File: src/rtl/multicycle_main_control.sv
// Main control FSM for the multi-cycle RISC-V datapath: sequences fetch/decode/
// execute/memory/writeback, drives ALUOp and datapath strobes, bounds memory waits.
module multicycle_main_control #(
  parameter int unsigned MEM_WAIT_MAX = 15
) (
  input  logic       clk,
  input  logic       reset,
  input  logic [6:0] opcode,
  input  logic       mem_ready,
  output logic       PCWrite,
  output logic       PCWriteCond,
  output logic       PCSource,
  output logic       IorD,
  output logic       MemRead,
  output logic       MemWrite,
  output logic       IRWrite,
  output logic       OldPCWrite,
  output logic       MemtoReg,
  output logic       RegWrite,
  output logic [1:0] ALUSrcA,
  output logic [1:0] ALUSrcB,
  output logic [1:0] ALUOp,
  output logic       instr_done,
  output logic       illegal,
  output logic       bus_err,
  output logic [3:0] state
);

  // state  | meaning
  // FETCH  | read instruction at PC, PC += 4 on completion
  // DECODE | branch target into ALUOut, dispatch on opcode
  // MEMADR | effective address for lw/sw
  // MEMRD  | data read at ALUOut
  // MEMWB  | MDR into register file
  // MEMWR  | data write at ALUOut
  // EXEC   | R-type ALU operation
  // ALUWB  | ALUOut into register file
  // BRANCH | compare, conditional PC load from ALUOut
  localparam logic [3:0] S_FETCH  = 4'd0;
  localparam logic [3:0] S_DECODE = 4'd1;
  localparam logic [3:0] S_MEMADR = 4'd2;
  localparam logic [3:0] S_MEMRD  = 4'd3;
  localparam logic [3:0] S_MEMWB  = 4'd4;
  localparam logic [3:0] S_MEMWR  = 4'd5;
  localparam logic [3:0] S_EXEC   = 4'd6;
  localparam logic [3:0] S_ALUWB  = 4'd7;
  localparam logic [3:0] S_BRANCH = 4'd8;

  localparam logic [6:0] OP_LW  = 7'b0000011;
  localparam logic [6:0] OP_SW  = 7'b0100011;
  localparam logic [6:0] OP_R   = 7'b0110011;
  localparam logic [6:0] OP_BEQ = 7'b1100011;

  localparam logic [7:0] WAIT_LAST = 8'(MEM_WAIT_MAX - 1);

  logic [3:0] state_q, state_d;
  logic [7:0] wait_q, wait_d;
  logic       wait_st;
  logic       timeout;

  assign wait_st = (state_q == S_FETCH) || (state_q == S_MEMRD) || (state_q == S_MEMWR);
  // Completion in the timeout cycle takes priority over the error.
  assign timeout = wait_st && !mem_ready && (wait_q == WAIT_LAST);
  assign state   = state_q;

  always_ff @(posedge clk or posedge reset) begin
    if (reset) begin
      state_q <= S_FETCH;
      wait_q  <= '0;
    end else begin
      state_q <= state_d;
      wait_q  <= wait_d;
    end
  end

  // Counter is zero outside the wait states, so entering one starts from zero.
  always_comb begin
    wait_d = '0;
    if (wait_st && !mem_ready && !timeout) wait_d = wait_q + 8'd1;
  end

  always_comb begin
    state_d = S_FETCH;
    case (state_q)
      S_FETCH: begin
        if (mem_ready)    state_d = S_DECODE;
        else              state_d = S_FETCH;
      end
      S_DECODE: begin
        case (opcode)
          OP_LW, OP_SW: state_d = S_MEMADR;
          OP_R:         state_d = S_EXEC;
          OP_BEQ:       state_d = S_BRANCH;
          default:      state_d = S_FETCH;
        endcase
      end
      S_MEMADR: state_d = (opcode == OP_LW) ? S_MEMRD : S_MEMWR;
      S_MEMRD: begin
        if (mem_ready)    state_d = S_MEMWB;
        else if (timeout) state_d = S_FETCH;
        else              state_d = S_MEMRD;
      end
      S_MEMWB:  state_d = S_FETCH;
      S_MEMWR: begin
        if (mem_ready || timeout) state_d = S_FETCH;
        else                      state_d = S_MEMWR;
      end
      S_EXEC:   state_d = S_ALUWB;
      S_ALUWB:  state_d = S_FETCH;
      S_BRANCH: state_d = S_FETCH;
      default:  state_d = S_FETCH;
    endcase
  end

  always_comb begin
    PCWrite     = 1'b0;
    PCWriteCond = 1'b0;
    PCSource    = 1'b0;
    IorD        = 1'b0;
    MemRead     = 1'b0;
    MemWrite    = 1'b0;
    IRWrite     = 1'b0;
    OldPCWrite  = 1'b0;
    MemtoReg    = 1'b0;
    RegWrite    = 1'b0;
    ALUSrcA     = 2'b00;
    ALUSrcB     = 2'b00;
    ALUOp       = 2'b00;
    instr_done  = 1'b0;
    illegal     = 1'b0;
    bus_err     = 1'b0;
    case (state_q)
      S_FETCH: begin
        MemRead    = 1'b1;
        ALUSrcB    = 2'b01;
        IRWrite    = mem_ready;
        PCWrite    = mem_ready;
        OldPCWrite = mem_ready;
        bus_err    = timeout;
      end
      S_DECODE: begin
        ALUSrcA = 2'b10;
        ALUSrcB = 2'b10;
        if (opcode != OP_LW && opcode != OP_SW && opcode != OP_R && opcode != OP_BEQ) begin
          illegal    = 1'b1;
          instr_done = 1'b1;
        end
      end
      S_MEMADR: begin
        ALUSrcA = 2'b01;
        ALUSrcB = 2'b10;
      end
      S_MEMRD: begin
        MemRead = 1'b1;
        IorD    = 1'b1;
        bus_err = timeout;
      end
      S_MEMWB: begin
        RegWrite   = 1'b1;
        MemtoReg   = 1'b1;
        instr_done = 1'b1;
      end
      S_MEMWR: begin
        MemWrite   = 1'b1;
        IorD       = 1'b1;
        instr_done = mem_ready;
        bus_err    = timeout;
      end
      S_EXEC: begin
        ALUSrcA = 2'b01;
        ALUOp   = 2'b10;
      end
      S_ALUWB: begin
        RegWrite   = 1'b1;
        instr_done = 1'b1;
      end
      S_BRANCH: begin
        ALUSrcA     = 2'b01;
        ALUOp       = 2'b01;
        PCWriteCond = 1'b1;
        PCSource    = 1'b1;
        instr_done  = 1'b1;
      end
      default: ;
    endcase
    // Reset overrides FETCH decode so nothing fires in the aborting cycle.
    if (reset) begin
      PCWrite     = 1'b0;
      PCWriteCond = 1'b0;
      IRWrite     = 1'b0;
      OldPCWrite  = 1'b0;
      MemRead     = 1'b0;
      MemWrite    = 1'b0;
      RegWrite    = 1'b0;
      instr_done  = 1'b0;
      illegal     = 1'b0;
      bus_err     = 1'b0;
    end
  end

endmodule
File: config.mk
export PLATFORM = sky130hd
export DESIGN_NAME = multicycle_main_control
export DESIGN_NICKNAME = d
export VERILOG_FILES = /design/src/rtl/multicycle_main_control.sv
export SDC_FILE = /design/constraint.sdc
export NUM_CORES = 1
export LEC_CHECK = 0
export CORE_MARGIN = 2
export CORE_UTILIZATION = 47
export DETAILED_ROUTE_END_ITERATION = 7
export PLACE_DENSITY = 0.94
export RECOVER_POWER = 100
export SKIP_CTS_REPAIR_TIMING = 1
export SYNTH_ARGS = -nofsm -noshare
export SYNTH_HDL_FRONTEND = slang
export SYNTH_SLANG_ARGS = --single-unit
File: constraint.sdc
create_clock -name clk -period 2.7 [get_ports clk]
set_clock_uncertainty 0.15 [all_clocks]
set_input_delay 0.81 -clock clk [delete_from_list [all_inputs] [get_ports clk]]
set_output_delay 0.81 -clock clk [all_outputs]
set_load 0.005 [all_outputs]
==> results.txt <==
- The initial antenna violation count came to 0.
- Setup total negative slack on the finished layout was measured at -0.0161 ns.
- IR analysis of the VDD net gives a maximum drop of around 0.33 mV.
- Clock sink count: 12
- Post-synthesis cell type count: 38
- Area share of the leading cell type in the synthesized netlist: 32.7%
* Leading register cell type out of synthesis: dfrtp_1
* Total detailed-routing wirelength: ~3.9 mm
- Across all layers, the routed design uses around 1200 vias.
* Setup-failing EPs final: 1
* Remaining max-slew budget at the tightest pin: a little under three fifths
* Mean number of vias per cell: 6.04
* Number of nets in the synthesized netlist: 123
- For the finished layout, the period the worst path requires is 2.72 ns.
- The worst setup path is captured at an output pin.
- In this run, synthesis produced a sequential element count of 12.
* Number of hold-slack violations in the final timing report: 0
- STA classifies the critical path startpoint as an input port.
- The cell sitting at the root of the clock tree is a clkbuf_4.
* Total design power: between 400 and 500 uW
- The largest total area in the synthesized netlist belongs to dfrtp_1.
- Global routing usage summed across all routing layers: between 20 and 30%
- Buffers inserted during clock tree synthesis total 3.
* DIE AREA: between 0.002 and 0.0025 mm2
- During synthesis, Yosys emitted a total of 0 warnings.
- Overall overflow remaining after global route: 0
- Of the total power, the share spent switching nets is 29.5%.
- Most common cell in the netlist: nor2_1
- Of the available clock period, the critical path in the final layout requires 101%.
- The first detailed-routing pass took 5 iterations.
* I/O pin count: 33
- Min-delay worst type: flip-flop to flip-flop
- In this run the core area contains 15 standard-cell rows.
* Wire length of the first global-routing pass: between 4 and 5 mm
- Cell internal power was estimated by the tool at approximately 300 uW.
- For the pin with the worst max-slew slack, the measured transition is about 0.65 ns.
- Power share of the combinational group: around 31%
* Pwr per Cell Area: roughly 280 mW/mm2
- Core area: 0.00178 mm2
* Max Cap Violations: 0
- Ranked by total cell area, the synthesized netlist is headed by dfrtp_1, nor2_1, nor3_1, xor2_1, nand2b_1.
- Routability-driven placement congestion ratio: 0.866
- Max Transition Viols Final: 0
* Clock group share of total power: 24.4%
- Run status: complete, but fails checks
- After detailed placement, the design holds a cell count of around 180.
- The setup path with the least slack is of type input port to output pin.
* Share of final-layout standard cells stronger than drive strength 1: 31.4%
- Input and output buffers added on the ports amount to 32.
- Upper clock frequency limit: roughly 0.37 GHz
* Synthesized area divided by synthesized cell count: a little over 8 um2
* Pin count of the biggest net entering global routing: 13
* HPWL reported at the end of detailed placement: ~2.2 mm
- Power spent charging and discharging nets: roughly 130 uW
- The finished layout holds between 150 and 200 standard cells, fillers aside.
* Violated checks: setup timing
* Part of the total power dissipated in sequential elements: between 40 and 50%
- The detailed router finished its first iteration with between 90 and 100 violations.
- Final-layout fill cell count: 86
* Die Y: 48.2 um
- Cell area after synthesis: 917 um2
- Cell leakage power: between 0.9 and 1 nW
- Crit path setup slack, layout: -0.0161 ns
- Initial standard-cell utilization of the core: around half
* Proportion of synthesized chip area in sequential cells: 32.7%
* Maximum fanout along the worst path: 2
- The final layout contains about 180 nets.
- The via count of the first global-routing pass is 987.
* Mean routed wirelength per cell: 19.9 um
- Number of enable flip-flop cells after synthesis: 0
- Synthesis produced around 110 cells.
* Residual antenna-violating net count after detailed routing: 0
* Leading post-synthesis cells by instance count: nor2_1, dfrtp_1, nor3_1
- In the routed design, unresolved DRC markers number 0.
- Unrepaired setup endpoints after global routing: yes
- Cells fill between 80 and 90% of the core in the end.
* Width of the die: 48.2 um
- On the final layout, the worst hold slack is around 0.43 ns.
- Counting flops with an async set or reset pin after synthesis yields a share of 100%.
- Data arrives at the worst endpoint at around 1.8 ns.
- P&R area growth vs syn: 69.4%
- H-tree depth: 1
- For the worst setup path, the data required time is ~1.7 ns.
* Clock tree from TritonCTS: built
- Number of antenna diodes: 0
- Clock-pin slew was measured on the worst setup and hold paths at about 0.070 ns.
- The later pin in the worst-skew pair is clocked with a latency of 0.27 ns.
- The clock passes through at most 2 buffers.
[worst max-delay path: stages]
cell and delay (ns):
dlymetal6s2s_1 0.15, maj3_2 0.32, o211a_1 0.23, nand2b_1 0.14, clkbuf_2 0.11
[cells in the final DEF, fill, tap and decap left out, types with 2 or more instances in the layout]
cell / synthesis / routed
nor2_2: 0 / 3
a31oi_1: 3 / 3
nor4_2: 0 / 2
clkbuf_4: 0 / 3
o21ai_1: 2 / 2
buf_4: 2 / 27
inv_1: 5 / 5
buf_6: 2 / 3
nor3_2: 0 / 2
nor3_4: 1 / 2
nand3_1: 5 / 5
nor3_1: 9 / 6
clkdlybuf4s50_1: 0 / 5
nor2_1: 18 / 15
nand2_1: 4 / 4
dfrtp_2: 0 / 3
a21oi_1: 2 / 2
dlymetal6s2s_1: 0 / 21
ha_1: 2 / 2
xor2_1: 5 / 5
clkbuf_2: 0 / 4
nand4b_1: 2 / 2
nand4_1: 3 / 3
dfrtp_1: 12 / 9
nor3b_1: 2 / 2
xnor2_1: 3 / 3
nand2b_1: 5 / 5
[sequential cells by signal, summed over array words and instances (netlist names)]
register and cells:
wait_q 8, state 4
[through the flow]
stage,worst slack (ns),instance area (um2)
2_1_floorplan,0.213,917
3_3_place_gp,-0.702,1350
3_5_place_dp,-0.734,1350
4_1_cts,-0.739,1370
5_1_grt,-0.0709,1550
6_report,-0.0161,1550
[layout make-up]
| cell class | instances | area (um2) | area share (%) |
|---|---|---|---|
| multi-input combinational | 86 | 589 | 37.9 |
| timing repair buffer | 63 | 588 | 37.8 |
| sequential | 12 | 304 | 19.6 |
| tap | 25 | 31.3 | 2.01 |
| clock buffer | 3 | 22.5 | 1.45 |
| inverter | 5 | 18.8 | 1.21 |
[layer usage]
layer  track usage, %  vias up  part of all wire, %  wire length [um]
li1                 -      512                    -                 -
met1             34.1      550                   34              1320
met2             45.5       85                   53              2040
met3             7.41       25                  7.9               306
met4             12.4        0                  4.8               186
met5                0        -                    0                 0
[path summary, 6_finish.rpt]
check                          start          to  slack [ns]  cells after the start
max                        opcode[4]  instr_done       -0.02                      5
min                        wait_q[7]   wait_q[7]        0.43                      2
max reg2reg                 state[1]    state[2]        0.74                      7
min reg2reg                wait_q[7]   wait_q[7]        0.43                      2
max in group asynchronous      reset    state[2]        1.09                      3
min in group asynchronous      reset   wait_q[4]        0.85                      3
[power by group through the flow]
stage | clock network (mW) | logic [mW] | registers, mW
2_1_floorplan | 0 | 0.0571 | 0.193
3_3_place_gp | 0 | 0.109 | 0.196
3_5_place_dp | 0 | 0.116 | 0.197
4_1_cts | 0.108 | 0.116 | 0.193
5_1_grt | 0.117 | 0.142 | 0.192
6_report | 0.105 | 0.133 | 0.192
[cells by family after synthesis]
group / Yosys count / share of synthesized area (%)
compound gates: 14 / 10.1
xor+xnor: 8 / 7.64
fa+ha+maj: 3 / 3.82
buf+inv: 13 / 8.18
flops: 12 / 32.7
simple gates: 61 / 37.5
(Power assumes the default switching activity.)
